`src/rtl/wb_write_queue_if.sv`:
```
// wb_write_queue_if: bundles the push, drain, bypass and status signals
// of the writeback queue.
//   master : producer / register-file / decode side (drives in_*, wb_hold, SrcReg*)
//   slave  : queue side (drives in_ready, WriteReg, DstReg, DstData, byp_*, occupancy, empty)
// DEPTH must match the DEPTH of the attached wb_write_queue.
interface wb_write_queue_if #(
    parameter int unsigned DEPTH = 4
);
    localparam int unsigned CW = $clog2(DEPTH) + 1;

    // push channel
    logic          in_valid;
    logic          in_ready;
    logic [3:0]    in_reg;
    logic [15:0]   in_data;

    // register file write port
    logic          wb_hold;
    logic          WriteReg;
    logic [3:0]    DstReg;
    logic [15:0]   DstData;

    // decode bypass lookups
    logic [3:0]    SrcReg1;
    logic [3:0]    SrcReg2;
    logic          byp_hit1;
    logic [15:0]   byp_data1;
    logic          byp_hit2;
    logic [15:0]   byp_data2;

    // status
    logic [CW-1:0] occupancy;
    logic          empty;

    modport master (
        output in_valid, in_reg, in_data, wb_hold, SrcReg1, SrcReg2,
        input  in_ready, WriteReg, DstReg, DstData,
        input  byp_hit1, byp_data1, byp_hit2, byp_data2, occupancy, empty
    );

    modport slave (
        input  in_valid, in_reg, in_data, wb_hold, SrcReg1, SrcReg2,
        output in_ready, WriteReg, DstReg, DstData,
        output byp_hit1, byp_data1, byp_hit2, byp_data2, occupancy, empty
    );
endinterface

```
`src/rtl/wb_write_queue.sv`:
```
// wb_write_queue: in-order buffer of completed results in front of the
// 16x16 register file write port. Drains one entry per cycle unless
// wb_hold is set, and offers two bypass lookups over queued entries.
// Ports:
//   clk  : clock, rising edge
//   rst  : asynchronous active-low reset
//   bus  : wb_write_queue_if.slave (push, drain, bypass, status)
// Parameters:
//   DEPTH            : entries, power of 2, >= 2
//   ZERO_REG_DISCARD : 1 = pushes to R0 complete the handshake but are dropped
// Build option:
//   WBQ_BYPASS_EN    : when defined, bypass comparators are built; otherwise
//                      byp_hit*/byp_data* are tied to 0.
module wb_write_queue #(
    parameter int unsigned DEPTH            = 4,
    parameter int unsigned ZERO_REG_DISCARD = 1
) (
    input logic             clk,
    input logic             rst,
    wb_write_queue_if.slave bus
);
    localparam int unsigned AW = $clog2(DEPTH);
    localparam int unsigned CW = AW + 1;

    typedef struct packed {
        logic [3:0]  rd;
        logic [15:0] data;
    } entry_t;

    entry_t        mem_q [DEPTH];
    logic [AW-1:0] wr_ptr_q, wr_ptr_d;
    logic [AW-1:0] rd_ptr_q, rd_ptr_d;
    logic [CW-1:0] count_q,  count_d;

    logic          discard_c;
    logic          push_c;
    logic          store_c;
    logic          pop_c;
    entry_t        head_c;

    // Status and drain outputs; in_ready depends on registered count only.
    assign bus.in_ready  = (count_q < CW'(DEPTH));
    assign bus.empty     = (count_q == '0);
    assign bus.occupancy = count_q;

    assign head_c       = mem_q[rd_ptr_q];
    assign bus.WriteReg = pop_c;
    assign bus.DstReg   = pop_c ? head_c.rd   : 4'd0;
    assign bus.DstData  = pop_c ? head_c.data : 16'd0;

    // Handshake decode and next-state pointers/count.
    always_comb begin
        discard_c = (ZERO_REG_DISCARD != 0) && (bus.in_reg == 4'd0);
        push_c    = bus.in_valid && bus.in_ready;
        store_c   = push_c && !discard_c;
        pop_c     = (count_q != '0) && !bus.wb_hold;

        wr_ptr_d  = wr_ptr_q;
        rd_ptr_d  = rd_ptr_q;
        count_d   = count_q;

        if (store_c) begin
            wr_ptr_d = wr_ptr_q + AW'(1);
        end
        if (pop_c) begin
            rd_ptr_d = rd_ptr_q + AW'(1);
        end
        if (store_c && !pop_c) begin
            count_d = count_q + CW'(1);
        end else if (pop_c && !store_c) begin
            count_d = count_q - CW'(1);
        end
    end

    // State and storage registers.
    always_ff @(posedge clk or negedge rst) begin
        if (!rst) begin
            wr_ptr_q <= '0;
            rd_ptr_q <= '0;
            count_q  <= '0;
            for (int unsigned i = 0; i < DEPTH; i++) begin
                mem_q[i] <= '0;
            end
        end else begin
            wr_ptr_q <= wr_ptr_d;
            rd_ptr_q <= rd_ptr_d;
            count_q  <= count_d;
            if (store_c) begin
                mem_q[wr_ptr_q] <= '{rd: bus.in_reg, data: bus.in_data};
            end
        end
    end

`ifdef WBQ_BYPASS_EN
    logic [AW-1:0] idx_c;
    logic          blk1_c;
    logic          blk2_c;
    logic          hit1_c, hit2_c;
    logic [15:0]   data1_c, data2_c;

    // Walk live entries oldest to youngest so the youngest match wins.
    always_comb begin
        blk1_c  = (ZERO_REG_DISCARD != 0) && (bus.SrcReg1 == 4'd0);
        blk2_c  = (ZERO_REG_DISCARD != 0) && (bus.SrcReg2 == 4'd0);
        hit1_c  = 1'b0;
        hit2_c  = 1'b0;
        data1_c = 16'd0;
        data2_c = 16'd0;
        idx_c   = rd_ptr_q;
        for (int unsigned i = 0; i < DEPTH; i++) begin
            idx_c = rd_ptr_q + AW'(i);
            if (CW'(i) < count_q) begin
                if (!blk1_c && (mem_q[idx_c].rd == bus.SrcReg1)) begin
                    hit1_c  = 1'b1;
                    data1_c = mem_q[idx_c].data;
                end
                if (!blk2_c && (mem_q[idx_c].rd == bus.SrcReg2)) begin
                    hit2_c  = 1'b1;
                    data2_c = mem_q[idx_c].data;
                end
            end
        end
    end

    assign bus.byp_hit1  = hit1_c;
    assign bus.byp_data1 = data1_c;
    assign bus.byp_hit2  = hit2_c;
    assign bus.byp_data2 = data2_c;
`else
    // Lookup addresses are intentionally ignored in this build.
    logic unused_src;
    assign unused_src    = ^{bus.SrcReg1, bus.SrcReg2};

    assign bus.byp_hit1  = 1'b0;
    assign bus.byp_data1 = 16'h0000;
    assign bus.byp_hit2  = 1'b0;
    assign bus.byp_data2 = 16'h0000;
`endif

endmodule

```
`src/flat_wrapper.sv`:
```
// flat-port wrapper written by rule: the top's interface ports become plain ports
module wb_write_queue_flat 
#(
    parameter int unsigned DEPTH            = 4,
    parameter int unsigned ZERO_REG_DISCARD = 1
)
  (clk, rst, bus_in_valid, bus_in_reg, bus_in_data, bus_wb_hold, bus_SrcReg1, bus_SrcReg2, bus_in_ready, bus_WriteReg, bus_DstReg, bus_DstData, bus_byp_hit1, bus_byp_data1, bus_byp_hit2, bus_byp_data2, bus_occupancy, bus_empty);
  wb_write_queue_if #(.DEPTH(DEPTH)) bus_i ();
  input logic clk;
  input logic rst;
  input wire logic [$bits(bus_i.in_valid)-1:0] bus_in_valid;
  input wire logic [$bits(bus_i.in_reg)-1:0] bus_in_reg;
  input wire logic [$bits(bus_i.in_data)-1:0] bus_in_data;
  input wire logic [$bits(bus_i.wb_hold)-1:0] bus_wb_hold;
  input wire logic [$bits(bus_i.SrcReg1)-1:0] bus_SrcReg1;
  input wire logic [$bits(bus_i.SrcReg2)-1:0] bus_SrcReg2;
  output wire logic [$bits(bus_i.in_ready)-1:0] bus_in_ready;
  output wire logic [$bits(bus_i.WriteReg)-1:0] bus_WriteReg;
  output wire logic [$bits(bus_i.DstReg)-1:0] bus_DstReg;
  output wire logic [$bits(bus_i.DstData)-1:0] bus_DstData;
  output wire logic [$bits(bus_i.byp_hit1)-1:0] bus_byp_hit1;
  output wire logic [$bits(bus_i.byp_data1)-1:0] bus_byp_data1;
  output wire logic [$bits(bus_i.byp_hit2)-1:0] bus_byp_hit2;
  output wire logic [$bits(bus_i.byp_data2)-1:0] bus_byp_data2;
  output wire logic [$bits(bus_i.occupancy)-1:0] bus_occupancy;
  output wire logic [$bits(bus_i.empty)-1:0] bus_empty;
  assign bus_i.in_valid = bus_in_valid;
  assign bus_i.in_reg = bus_in_reg;
  assign bus_i.in_data = bus_in_data;
  assign bus_i.wb_hold = bus_wb_hold;
  assign bus_i.SrcReg1 = bus_SrcReg1;
  assign bus_i.SrcReg2 = bus_SrcReg2;
  assign bus_in_ready = bus_i.in_ready;
  assign bus_WriteReg = bus_i.WriteReg;
  assign bus_DstReg = bus_i.DstReg;
  assign bus_DstData = bus_i.DstData;
  assign bus_byp_hit1 = bus_i.byp_hit1;
  assign bus_byp_data1 = bus_i.byp_data1;
  assign bus_byp_hit2 = bus_i.byp_hit2;
  assign bus_byp_data2 = bus_i.byp_data2;
  assign bus_occupancy = bus_i.occupancy;
  assign bus_empty = bus_i.empty;
  wb_write_queue #(.DEPTH(DEPTH), .ZERO_REG_DISCARD(ZERO_REG_DISCARD)) u_core (.clk(clk), .rst(rst), .bus(bus_i));
endmodule
```
`config.mk`:
```
export PLATFORM = sky130hd
export DESIGN_NAME = wb_write_queue_flat
export DESIGN_NICKNAME = d
export VERILOG_FILES = /design/src/rtl/wb_write_queue_if.sv /design/src/rtl/wb_write_queue.sv /design/src/flat_wrapper.sv
export SDC_FILE = /design/constraint.sdc
export NUM_CORES = 1
export LEC_CHECK = 0
export CAP_MARGIN = 20
export CORE_MARGIN = 2
export CORE_UTILIZATION = 48
export CTS_CLUSTER_DIAMETER = 50
export DETAILED_ROUTE_END_ITERATION = 10
export MAX_ROUTING_LAYER = met4
export PLACE_DENSITY_LB_ADDON = 0.08
export SLEW_MARGIN = 20
export SYNTH_ARGS = -nofsm -noshare
export SYNTH_HDL_FRONTEND = slang
export SYNTH_SLANG_ARGS = --single-unit
```
`constraint.sdc`:
```
create_clock -name clk -period 3.3 [get_ports clk]
set_clock_uncertainty 0.1 [all_clocks]
set_input_delay 0.33 -clock clk [delete_from_list [all_inputs] [get_ports clk]]
set_output_delay 0.33 -clock clk [all_outputs]
set_load 0.02 [all_outputs]
```
Yosys cells after proc, flatten, opt, wreduce, memory -nomap -nowiden

Cells that the tools add are included.

Memories: 0
Input bits: 32
Latch bits: 0
Bits in registers: 87
ROM bits: 0
Bits in writable memories: 0
Output and inout port bits: 60

Bitwise logic cells: 2
Add/sub/neg operators: 4
Reduce and logical (&&, ||, !) cells: 14
Order comparisons: 4
Div/mod/pow operators: 0
Shift-type cells: 0
Multiply operators: 0
Equality and inequality tests: 0
Muxes and demuxes: 10

Operators by type and width:

| cell                  | number |
|---|---|
| $bwmux W80            | 1 |
| $mux W20              | 3 |
| $bmux W20 S2          | 1 |
| $demux W20 S2         | 1 |
| $mux W16              | 1 |
| $ge A3 B3 Y1 const B  | 2 |
| $logic_and A1 B1 Y1   | 6 |
| $mux W3               | 2 |
| $not A2 Y3            | 2 |
| $add A2 B1 Y2 const B | 2 |
| $logic_not A1 Y1      | 4 |
| $logic_not A4 Y1      | 1 |
| $mux W4               | 1 |
| $add A3 B1 Y3 const B | 1 |
| $logic_not A3 Y1      | 1 |
| $lt A3 B1 Y1 const B  | 1 |
| $lt A3 B3 Y1 const B  | 1 |
| $reduce_bool A3 Y1    | 1 |
| $sub A3 B1 Y3 const B | 1 |
| $reduce_bool A2 Y1    | 1 |

Logic depth before layout (Yosys ltp)

Depth in word-level cells: 7
Mapped depth: 8
Depth with buffers taken out: 8

Worst setup path after synthesis

Ideal clock, no wire load.

Path type: reg2reg
Start point: register u_core.count_q[2] (netlist: u_core.bus.occupancy[2])
End point: register u_core.count_q[2] (netlist: u_core.bus.occupancy[2])
Clock period less this slack: 2,286 ps
Stages on the path, launching flop included: 9
Path buffers: 0
Setup time: 81 ps
Slack: 1,014 ps
Arrival time: 2,105 ps
Cell sequence: dfrtp_1 > nor3_2 > or2_1 > ha_1 > inv_1 > fa_1 > xor2_1 > nor2_1 > xnor2_1

Cells in the longest elaborated chain, start to end: 6
Elaborated cells between the ends (all ways): 14

Ends and longest elaborated chain:

| item                         | line                 | RTL |
|---|---|---|
| start: declaration           | wb_write_queue.sv:33 | `logic [CW-1:0] count_q, count_d;` |
| start signal: assignment     | wb_write_queue.sv:87 | `count_q <= count_d;` |
| $lt A3 B3 Y1                 | wb_write_queue.sv:42 | `assign bus.in_ready = (count_q < CW'(DEPTH));` |
| $logic_and A1 B1 Y1          | wb_write_queue.sv:54 | `push_c = bus.in_valid && bus.in_ready;` |
| $logic_and A1 B1 Y1          | wb_write_queue.sv:55 | `store_c = push_c && !discard_c;` |
| $logic_not A1 Y1             | wb_write_queue.sv:70 | `end else if (pop_c && !store_c) begin` |
| $logic_and A1 B1 Y1          | wb_write_queue.sv:70 |  |
| $reduce_bool A2 Y1 (no line) | --                   |  |

Several ways; a longest one is shown, not always the timed one. The select of a mux whose other input is x is not followed.
A chain may end at the register's enable or synchronous reset.

Worst setup path in the final report

Start point: register u_core.count_q[2] (netlist: u_core.bus.occupancy[2])
End point: output port bus_DstData[15]

Cells in the longest elaborated chain, start to end: 3

Ends and longest elaborated chain:

| item                | line                 | RTL |
|---|---|---|
| $reduce_bool A3 Y1  | wb_write_queue.sv:56 | `pop_c = (count_q != '0) && !bus.wb_hold;` |
| $logic_and A1 B1 Y1 | wb_write_queue.sv:56 |  |
| $mux W16            | wb_write_queue.sv:49 | `assign bus.DstData = pop_c ? head_c.data : 16'd0;` |
| end: declaration    | flat_wrapper.sv:20   | `output wire logic [$bits(bus_i.DstData)-1:0] bus_DstData;` |

No other way between the ends.

==> results by group <==
Outcome
  • Run status: finished, final reports clean

GRT
  • First-pass GRT wire length: 12,800 um
  • M3 GR Usage: 0.0305
  • Met2 Track Usage GR: 0.278
  • GRT Max-Usage Layer: met2
  • Largest net degree at the start of global routing: 32
  • Gr usage total: 0.177
  • Vias in the first global route: 2,448
  • GRT overflow: 0
  • GR Util met1: 0.234
  • Initial antenna violation count: 0

Logic synthesis
  • Top-area cell type share of the netlist area: 0.506
  • Gate Count Post-Synth: 289
  • Largest cells by area after synthesis: dfrtp_1 (51%), mux2_2 (21%), mux4_2 (10%)
  • Post-synth EDFFs: 0
  • Most frequent cell after synthesis: dfrtp_1
  • Register area share after synthesis: 0.506
  • Ys Warns: 0
  • Yosys reg bits: 87
  • Netlist cell types: 21
  • Synth top cells by count: dfrtp_1 (87), mux2_2 (82), buf_4 (35)
  • Post-Syn Area: 4300 um2
  • Async SR Flop Fraction: 1.00
  • Ys flop type: dfrtp_1
  • Synth Area per Inst: 14.9 um2
  • Post-synth top area cell: dfrtp_1

Layout
  • Fin cells: 456
  • Layout fillers: 711
  • Share of cells above drive strength 1: 0.376
  • Final net count: between 300 and 400
  • Area occupied by multi-input gates: 1870 um2
  • Layout area overhead: 17.1%
  • Register area: 2180 um2
  • Antenna fix cells: 0

Flow run
  • Max-Cap Viols: 0

Placement
  • Port Buf Inserts: 49
  • Placed cells: 440
  • HPWL Detailed: 5000 um
  • Routability cong.: 0.696

Pwr
  • Leakage power figure: 2.13 nW
  • PnR Total Power: roughly 5 mW
  • Pwr per Cell Area: 983 nW/um2
  • Max rail drop VDD: 512 uV

Drt
  • Via count: 2,349
  • Iter 0 DRT Violations: 50
  • ANT nets after route: 0
  • WL/cell: 16.6 um
  • WL final: 7550 um
  • # DRC: 0
  • Vias per inst: about 5
  • Pre-antenna DRT Iters: 4

STA
  • Fin. Hold Viols: 0
  • Fmax: 341 MHz
  • Max Slew Vio Count: 0
  • RSZ-0062 raised after global routing: no
  • Crit path time final: between 2000 and 3000 ps
  • Worst-Margin Slew: 902 ps
  • Hold_ws: 332 ps
  • Final Cycle Share: 0.888
  • Endpoints failing setup: 0
  • TNS Setup: 0 ps
  • Worst relative slew slack: 0.396

Clock tree
  • Clock transition at path regs: 80 ps
  • Clk_lat worst skew: 340 ps
  • Clock root cell: clkbuf_8
  • Clock Path Buffers: 2
  • TritonCTS Buffers: 9
  • TritonCTS clock tree: built
  • H-tree depth: 3
  • Clk sink count: 87
  • Postcts setup bufs: 0

Floorplanning
  • Die Area: 9730 um2
  • Chip Height: 98.6 um
  • Die W: 98.6 um
  • Starting Density: 0.493
  • Core area: 8720 um2
  • Row count: 34
  • Io pins: between 90 and 100

Hold path
  • Worst min-delay path class: in2async

Worst setup path
  • Max FO, Critical Path: 13
  • Crit Path Category: reg2out
  • Worst Path Required: roughly 2900 ps
  • Critical path launch point type: flip-flop
  • WP data arrival: 2500 ps
  • Kind of end point of the critical path: output pin
per-stage QoR:
step	worst slack [ps]	util	cell area, um2
after global placement	478	0.550	4800
after floorplan	1010	-	4420
after CTS	318	0.577	5030
after global routing	231	0.577	5030
final	370	0.577	5030
after detailed placement	461	0.550	4800
metal layers:
metal  wire length (um)  share of wire  vias to the layer above
met1               3500           0.46                     1207
met4                130          0.017                        0
met2               3620           0.48                       69
li1                   -              -                     1060
met3                304          0.040                       13
met5                  0              0                        -
final cells by class:
type | count | share of cell area
Clock inverter | 4 | 0.0189
Multi-Input combinational cell | 182 | 0.372
Clock buffer | 11 | 0.0261
Timing Repair Buffer | 59 | 0.120
Sequential cell | 87 | 0.433
Tap cell | 108 | 0.0268
Inverter | 5 | 0.00373
final timing paths:
kind / cells past startpoint / start / slack, ps / end
setup / recovery: 6 / u_core.bus.occupancy[2] / 370 / bus_DstData[15]
hold / removal: 2 / rst / 330 / u_core.mem_q[38]
setup reg to reg: 6 / u_core.wr_ptr_q[1] / 950 / u_core.mem_q[55]
hold reg to reg: 1 / u_core.mem_q[37] / 410 / u_core.mem_q[37]
max in group asynchronous: 3 / rst / 2030 / u_core.mem_q[27]
min in group clk: 1 / u_core.mem_q[37] / 410 / u_core.mem_q[37]
worst max-delay path, cell delays in order, from the launching register on:
cell	delay, ps
dfrtp_1	530
nor3_2	110
or2_1	270
inv_1	300
buf_12	190
and2_1	140
clkdlybuf4s50_1	610
layout by cell type, fill, tap and decap left out:
cell,count
nor3b_1,2
mux4_2,20
ha_1,5
xnor2_1,4
and2_1,20
nor3_2,5
conb_1,34
clkbuf_1,2
or2_1,1
mux2_2,82
nor2_1,1
nor4_4,1
clkinv_2,1
fa_1,1
inv_1,5
bufinv_16,3
dlygate4sd3_1,1
xor2_1,2
nand2_1,4
clkbuf_8,9
buf_12,3
buf_4,7
dfrtp_1,87
clkdlybuf4s50_1,48
cells by family after synthesis:
| logic type | count (synthesis) | synth area share |
|---|---|---|
| buf+inv | 53 | 0.0914 |
| fa+ha+maj | 6 | 0.0192 |
| flops | 87 | 0.506 |
| mux | 102 | 0.320 |
| xor+xnor | 6 | 0.0122 |
| other cells | 1 | 0.000872 |
| simple gates | 34 | 0.0503 |
power breakdown:
part | internal (mW) | switching [mW] | total [mW] | leakage (nW)
Sequential | 1.61 | 0.316 | 1.92 | 1.04
Combinational | 1.33 | 0.844 | 2.18 | 0.976
Clock | 0.498 | 0.348 | 0.846 | 0.113
Total | 3.44 | 1.51 | 4.95 | 2.13
state kept, by name (all words and copies together), names as in the netlist:
| name | flops |
|---|---|
| u_core.wr_ptr_q | 2 |
| u_core.bus.occupancy | 3 |
| u_core.mem_q | 80 |
| u_core.rd_ptr_q | 2 |
repair_timing:
action / 4_1_cts / 5_1_grt
hold buffers: 1 / 0
gates resized for setup: 0 / 0
endpoints found under the hold margin: 26 / 0
Power figures use the tool's default switching activity.
